## src/rtl/cp0_pkg.sv

```systemverilog
// cp0_pkg
// Shared constants for the coprocessor-0 interrupt controller slice:
// CP0 register numbers and the bit positions of the fields inside SR and
// Cause that both the register file and the read mux rely on.
package cp0_pkg;

  // CP0 register numbers as seen on cp0_addr
  localparam logic [4:0] CP0_SR    = 5'd12;
  localparam logic [4:0] CP0_CAUSE = 5'd13;
  localparam logic [4:0] CP0_EPC   = 5'd14;
  localparam logic [4:0] CP0_PRID  = 5'd15;

  // Field positions inside SR and Cause
  localparam int IM_LSB  = 10;
  localparam int IP_LSB  = 10;
  localparam int EXL_BIT = 1;
  localparam int IE_BIT  = 0;
  localparam int ID_LSB  = 26;

  // Width of the interrupt channel index (enough for 16 channels)
  localparam int IRQ_ID_W = 4;

endpackage

```

## src/rtl/irq_pending.sv

```systemverilog
// irq_pending
// Per-channel interrupt pending capture. Level channels simply follow the
// registered line; edge channels latch a rising edge and hold it until
// software clears the bit with an mtc0 Cause write of 0.
//
// Ports:
//   clk      in   rising-edge clock
//   rst      in   synchronous active-high reset
//   hw_int   in   raw interrupt lines (synchronous to clk)
//   clr_en   in   mtc0 Cause write strobe this cycle
//   clr_data in   IP field of the mtc0 Cause write data (0 clears an edge bit)
//   ip       out  registered pending bits
module irq_pending
  import cp0_pkg::*;
#(
  parameter int               N_IRQ     = 6,
  parameter logic [N_IRQ-1:0] EDGE_MASK = '0
) (
  input  logic             clk,
  input  logic             rst,
  input  logic [N_IRQ-1:0] hw_int,
  input  logic             clr_en,
  input  logic [N_IRQ-1:0] clr_data,
  output logic [N_IRQ-1:0] ip
);

  logic [N_IRQ-1:0] hw_int_q;
  logic [N_IRQ-1:0] rise;
  logic [N_IRQ-1:0] clr;

  // hw_int_q resets to 0, so a line already high when reset releases is
  // seen as a rising edge on the first active cycle.
  assign rise = hw_int & ~hw_int_q;
  assign clr  = {N_IRQ{clr_en}} & ~clr_data;

  // A new edge in the same cycle as a software clear keeps the bit set.
  always_ff @(posedge clk) begin
    if (rst) begin
      ip       <= '0;
      hw_int_q <= '0;
    end else begin
      hw_int_q <= hw_int;
      for (int i = 0; i < N_IRQ; i++) begin
        if (EDGE_MASK[i]) ip[i] <= rise[i] | (ip[i] & ~clr[i]);
        else              ip[i] <= hw_int[i];
      end
    end
  end

endmodule

```

## src/rtl/cp0_irq_ctrl.sv

```systemverilog
// cp0_irq_ctrl
// Coprocessor-0 block for the five-stage MIPS pipeline: SR, Cause, EPC and
// PRId registers, interrupt pending capture, masking and priority select.
//
// Ports:
//   clk        in   rising-edge clock
//   rst        in   synchronous active-high reset
//   hw_int     in   raw interrupt lines
//   cp0_we     in   mtc0 write strobe
//   cp0_addr   in   CP0 register number for mfc0/mtc0
//   cp0_wdata  in   mtc0 data
//   cp0_rdata  out  mfc0 data, combinational from cp0_addr
//   exl_set    in   controller takes the interrupt this cycle
//   exl_clr    in   eret executes this cycle
//   epc_pc     in   PC[31:2] saved on exl_set
//   o_epc      out  EPC[31:2] for the eret redirect
//   int_req    out  interrupt request to the controller
//   int_id     out  winning channel index (0 when int_req is low)
module cp0_irq_ctrl
  import cp0_pkg::*;
#(
  parameter int               N_IRQ     = 6,
  parameter logic [N_IRQ-1:0] EDGE_MASK = '0,
  parameter logic [31:0]      PRID      = 32'h0000_4D50
) (
  input  logic                clk,
  input  logic                rst,
  input  logic [N_IRQ-1:0]    hw_int,
  input  logic                cp0_we,
  input  logic [4:0]          cp0_addr,
  input  logic [31:0]         cp0_wdata,
  output logic [31:0]         cp0_rdata,
  input  logic                exl_set,
  input  logic                exl_clr,
  input  logic [29:0]         epc_pc,
  output logic [29:0]         o_epc,
  output logic                int_req,
  output logic [IRQ_ID_W-1:0] int_id
);

  logic [N_IRQ-1:0]    im;
  logic                exl;
  logic                ie;
  logic [29:0]         epc;
  logic [IRQ_ID_W-1:0] cause_id;
  logic [N_IRQ-1:0]    ip;
  logic [N_IRQ-1:0]    pend;
  logic [IRQ_ID_W-1:0] win_id;

  logic wr_sr;
  logic wr_cause;
  logic wr_epc;

  assign wr_sr    = cp0_we && (cp0_addr == CP0_SR);
  assign wr_cause = cp0_we && (cp0_addr == CP0_CAUSE);
  assign wr_epc   = cp0_we && (cp0_addr == CP0_EPC);

  irq_pending #(
    .N_IRQ     (N_IRQ),
    .EDGE_MASK (EDGE_MASK)
  ) u_pending (
    .clk      (clk),
    .rst      (rst),
    .hw_int   (hw_int),
    .clr_en   (wr_cause),
    .clr_data (cp0_wdata[IP_LSB +: N_IRQ]),
    .ip       (ip)
  );

  // Later assignments override earlier ones: exl_set beats both the
  // mtc0 SR value and exl_clr for EXL, and epc_pc beats an mtc0 EPC write.
  always_ff @(posedge clk) begin
    if (rst) begin
      im       <= '0;
      exl      <= 1'b0;
      ie       <= 1'b0;
      epc      <= '0;
      cause_id <= '0;
    end else begin
      if (wr_sr) begin
        im  <= cp0_wdata[IM_LSB +: N_IRQ];
        exl <= cp0_wdata[EXL_BIT];
        ie  <= cp0_wdata[IE_BIT];
      end
      if (wr_epc) epc <= cp0_wdata[31:2];
      if (exl_clr) exl <= 1'b0;
      if (exl_set) begin
        exl      <= 1'b1;
        epc      <= epc_pc;
        cause_id <= int_id;
      end
    end
  end

  assign pend    = ip & im;
  assign int_req = (|pend) & ie & ~exl;

  // Highest set index wins; the loop leaves the last (highest) hit.
  always_comb begin
    win_id = '0;
    for (int i = 0; i < N_IRQ; i++) begin
      if (pend[i]) win_id = IRQ_ID_W'(i);
    end
  end

  assign int_id = int_req ? win_id : '0;
  assign o_epc  = epc;

  // mfc0 read mux; no bypass of a same-cycle mtc0 to the same register.
  always_comb begin
    cp0_rdata = '0;
    case (cp0_addr)
      CP0_SR: begin
        cp0_rdata[IM_LSB +: N_IRQ] = im;
        cp0_rdata[EXL_BIT]         = exl;
        cp0_rdata[IE_BIT]          = ie;
      end
      CP0_CAUSE: begin
        cp0_rdata[IP_LSB +: N_IRQ]    = ip;
        cp0_rdata[ID_LSB +: IRQ_ID_W] = cause_id;
      end
      CP0_EPC:  cp0_rdata = {epc, 2'b00};
      CP0_PRID: cp0_rdata = PRID;
      default:  cp0_rdata = '0;
    endcase
  end

endmodule
```

## config.mk

```make
export PLATFORM = sky130hd
export DESIGN_NAME = cp0_irq_ctrl
export DESIGN_NICKNAME = d
export VERILOG_FILES = /design/src/rtl/cp0_pkg.sv /design/src/rtl/irq_pending.sv /design/src/rtl/cp0_irq_ctrl.sv
export SDC_FILE = /design/constraint.sdc
export NUM_CORES = 1
export LEC_CHECK = 0
export CAP_MARGIN = 0
export CORE_UTILIZATION = 39
export CTS_CLUSTER_SIZE = 40
export DETAILED_ROUTE_END_ITERATION = 16
export GPL_TIMING_DRIVEN = 0
export PLACE_DENSITY = 0.81
export SETUP_SLACK_MARGIN = 0.2
export SLEW_MARGIN = 0
export SYNTH_ARGS = -nofsm -noshare
export SYNTH_HDL_FRONTEND = slang
export SYNTH_SLANG_ARGS = --single-unit
```

## constraint.sdc

```tcl
create_clock -name clk -period 1.97 [get_ports clk]
set_input_delay 0.394 -clock clk [delete_from_list [all_inputs] [get_ports clk]]
set_output_delay 0.394 -clock clk [all_outputs]
set_load 0.02 [all_outputs]
```

# == Yosys cells after proc, flatten, opt, wreduce, memory -nomap -nowiden ==
# Index checks and enable logic that the tools add are counted.
# op_classes
eq_ne,4
mux,17
n_bitwise,4
n_reduce_logical,5
# op_table
op,n
2-to-1 mux 30 bit,2
case mux 6 bit (4 select lines),1
"== test 5 x 4 -> 1 bit, second input constant",4
2-to-1 mux 4 bit,5
case mux 8 bit (2 select lines),1
2-to-1 mux 10 bit,1
case mux 4 bit (2 select lines),1
AND 6 bit,1
OR reduction 6 bit,1
2-to-1 mux 1 bit,4
2-to-1 mux 2 bit,2
nonzero test 3 bit,1
AND 1 bit,2
logical AND 1 bit,2
nonzero test 2 bit,1
NOT 1 bit,1
# totals
regBits,48
in_bits,78
output_inout_bits,67
word_cells,36

# == Longest topological paths before layout ==
# logic_depth
depth_word,7
ltp_mapped,6
ltp_nobuf,4

# == By module ==
# From an unflattened synthesis, not the netlist that was laid out.
# hier_totals
hier_cells,309
hier_area_um2,2618.8
# by_module_without_submodules
module,n_inst,cells_each,area_each_um2,seq_area_each_um2
cp0_irq_ctrl,1,297,2461.1,820.8
irq_pending,1,12,157.7,120.1

# == Worst setup path before layout ==
# No wires, ideal clock.
# synth_path
path_kind,input -> output
startpoint,input cp0_addr[4]
endpoint,output cp0_rdata[13]
arrival_time_ps,1565
setup_slack_ps,11
path_stages,4
path_buffers,1
cell_sequence,and4b_1 -> clkbuf_1 -> a22oi_1 -> o21ai_0
# synth_between
elab_chain_cells,2
elab_cells_between_ends,5
classes_between,4 x eq/ne; 1 x mux
# synth_lines
item,line,text
from (decl),cp0_irq_ctrl.sv:30,"input logic [4:0] cp0_addr,"
== test 5 x 4 -> 1 bit,cp0_irq_ctrl.sv:112,case (cp0_addr)
case mux 6 bit (4 select lines) *,cp0_irq_ctrl.sv:112,
to (decl),cp0_irq_ctrl.sv:32,"output logic [31:0] cp0_rdata,"
# Every way passes the cells marked *; elsewhere a longest branch is shown, timed or not.

# == Worst setup path after layout ==
# layout_path
startpoint,input cp0_addr[2]
endpoint,output cp0_rdata[13]
# The elaborated chain is that of the path after synthesis.

==> results.json <==
{
  "grt_util_all_layers_pct": 28.3,
  "status": "finished with violations",
  "gp_congestion": 0.845,
  "hold_class": "primary input to register",
  "num_rows": 29,
  "cts_tree": "built",
  "clock_latency_ps": 310,
  "regArea_um2": 953,
  "setup_viol": 1,
  "critPathKind": "primary input to output pin",
  "multi_input_area_mm2": 0.00161,
  "syn_nets": 387,
  "synth_cell_types": 32,
  "n_antenna_cell": 0,
  "core_mm2": 0.00639,
  "route.met2.wl_um": 5050,
  "end_kind": "output pin",
  "cts_root_buf": "clkbuf_8",
  "htreeDepth": 2,
  "start_kind": "primary input",
  "worst_slack_ps": -25.1,
  "grt_max_degree": 16,
  "worst_pin_slew_ps": 807,
  "fin_nets": 548,
  "placedCellCount": 526,
  "syn_inst": 309,
  "top_layer_used": "met4",
  "port_buffers": 140,
  "area.growth.synth_to_final_pct": 81.8,
  "wl_per_cell_um": 18.7,
  "dr_wl_met3_um": 995,
  "syn_area_mm2": 0.00261,
  "cellLeakagePower_uw": 0.00189,
  "grt_antenna_before_repair": 0,
  "ys_seq_elements": 47,
  "most-common-layout-cells": "clkdlybuf4s50_1, nor3_1, dfxtp_1",
  "crit_arrival_ps": 1600,
  "max_freq_ghz": 0.501,
  "instances_no_fill": 548,
  "cp_max_fo": 5,
  "vias": 3156,
  "cts_inserted_buffers": 5,
  "path_clk_slew_ps": 100,
  "final-max-slew-violation-count": 0,
  "rsz0062_at_grt": "true",
  "violations": "negative setup slack",
  "fin_skew_ps": 4.66,
  "grt.overflow.total": 0,
  "ys_seq_area_share_pct": 36.1,
  "dp_slack_ps": -1060,
  "wl_met1_um": 3980,
  "synth_ff_type": "dfxtp_1",
  "grt_pass1_wl_um": 15800,
  "final_common_cell": "clkdlybuf4s50_1",
  "fp.dieH_um": 83.7,
  "fin_crit_ps": 2000,
  "die_x_um": 83.7,
  "drt_wl_total_um": 10200,
  "drive_gt1_share_pct": 34.6,
  "synth_warnings": 0,
  "hold_viol_final": 0,
  "ant_nets": 0,
  "dieArea_mm2": 0.00701,
  "drv_cap": 0,
  "power.density_mw_per_mm2": 530,
  "cts_hold_buf": 0,
  "start_util_pct": 40.8,
  "synth_edf_count": 0,
  "route.detailed.drc": 0,
  "post-route-period-util_pct": 101,
  "cp_data_required_time_ps": 1580,
  "clkSinkCount": 47,
  "fillers": 478,
  "dp_hpwl_um": 6960,
  "clockBufferDepth": 2,
  "irDropWorstVdd_v": 0.000401,
  "relSlewSlack_pct": 46.2,
  "io_pins": 145,
  "grt_pass1_vias": 3147,
  "drt-initial-drc-count": 221,
  "viasPerCell": 5.76,
  "syn_avg_cell_area_um2": 8.43,
  "async_flop_share_pct": 0,
  "firstDrtPassIters": 4
}
[metrics by stage]
stage	setup TNS, ps	util [%]	hold WS, ps	total power [uW]	instance area [um^2]
after detailed placement	-37280	64.3	469	1620	4110
after CTS	0	70.5	445	2490	4500
after global routing	-44.2	74.2	466	2580	4740
after floorplan	0	-	445	1320	2610
final	-25.1	74.2	451	2510	4740
after global placement	-34930	64.3	461	1610	4110
[flip-flops by register name (all words and copies together) (netlist names)]
signal        flops
o_epc            30
im                6
u_pending.ip      6
cause_id          3
exl               1
ie                1
[final timing paths]
| check | from | end | slack (ps) | cells after the start |
|---|---|---|---|---|
| max reg2reg | u_pending.ip[4] | cause_id[1] | 670 | 5 |
| max | cp0_addr[2] | cp0_rdata[13] | -30 | 8 |
| min | cp0_we | im[4] | 450 | 3 |
| min reg2reg | ie | ie | 500 | 2 |
[metal layers]
metal  up-vias  track usage [%]
met5         -                0
met4         0             8.63
met3        17             5.93
met2       188             50.3
met1      1510             34.0
li1       1441                -
[cell families after synthesis]
kind of cell    synth area share, %
simple gates                   26.8
compound gates                 25.9
buf+inv                        10.3
flops                          36.1
mux                           0.768
other cells                   0.144
[cells in the mapped netlist, types with 2 or more instances]
master	count	area share (%)
nand3_1	8	1.5
and2_1	3	0.72
clkbuf_1	22	3.2
a2111oi_2	30	17
buf_2	4	0.77
nor3_1	60	12
mux2i_1	2	0.77
o21ai_0	6	1.2
nor2_1	7	1.0
nor3b_1	2	0.58
inv_1	32	4.6
nand2_1	14	2.0
dfxtp_1	47	36
a22oi_1	9	2.6
buf_4	5	1.4
and3_1	20	4.8
nand2b_1	3	0.72
a21oi_1	13	2.5
a22o_1	3	1.0
nor2b_1	6	1.4
buf_1	2	0.29
[what timing repair did]
action | 4_1_cts | 5_1_grt
endpoints found under the setup margin | 73 | 36
gates cloned | 4 | 0
pin swaps | 9 | 12
setup buffers | 6 | 4
hold endpoints to repair | 0 | 0
resized for setup | 243 | 79
[power breakdown]
part | total (uW) | internal, uW | switching, uW
Sequential | 1050 | 1000 | 50.5
Combinational | 601 | 325 | 276
Clock | 858 | 506 | 352
[worst max-delay path, stage by stage]
cell      delay (ps)
buf_6             90
and4bb_2         250
buf_6            140
buf_12           120
buf_16           120
a22oi_1          210
o21ai_2          100
buf_4            170
[cell type report]
cell class	instances	share of cell area, %
clock buffers	5	1.45
inverters	32	2.54
well taps	77	2.03
plain buffers	33	5.07
flip-flops and latches	47	20.1
multi-input cells	197	33.9
repair buffers	154	33.4
clock inverters	3	1.43
Note: power is estimated with default switching activity, not from simulation.
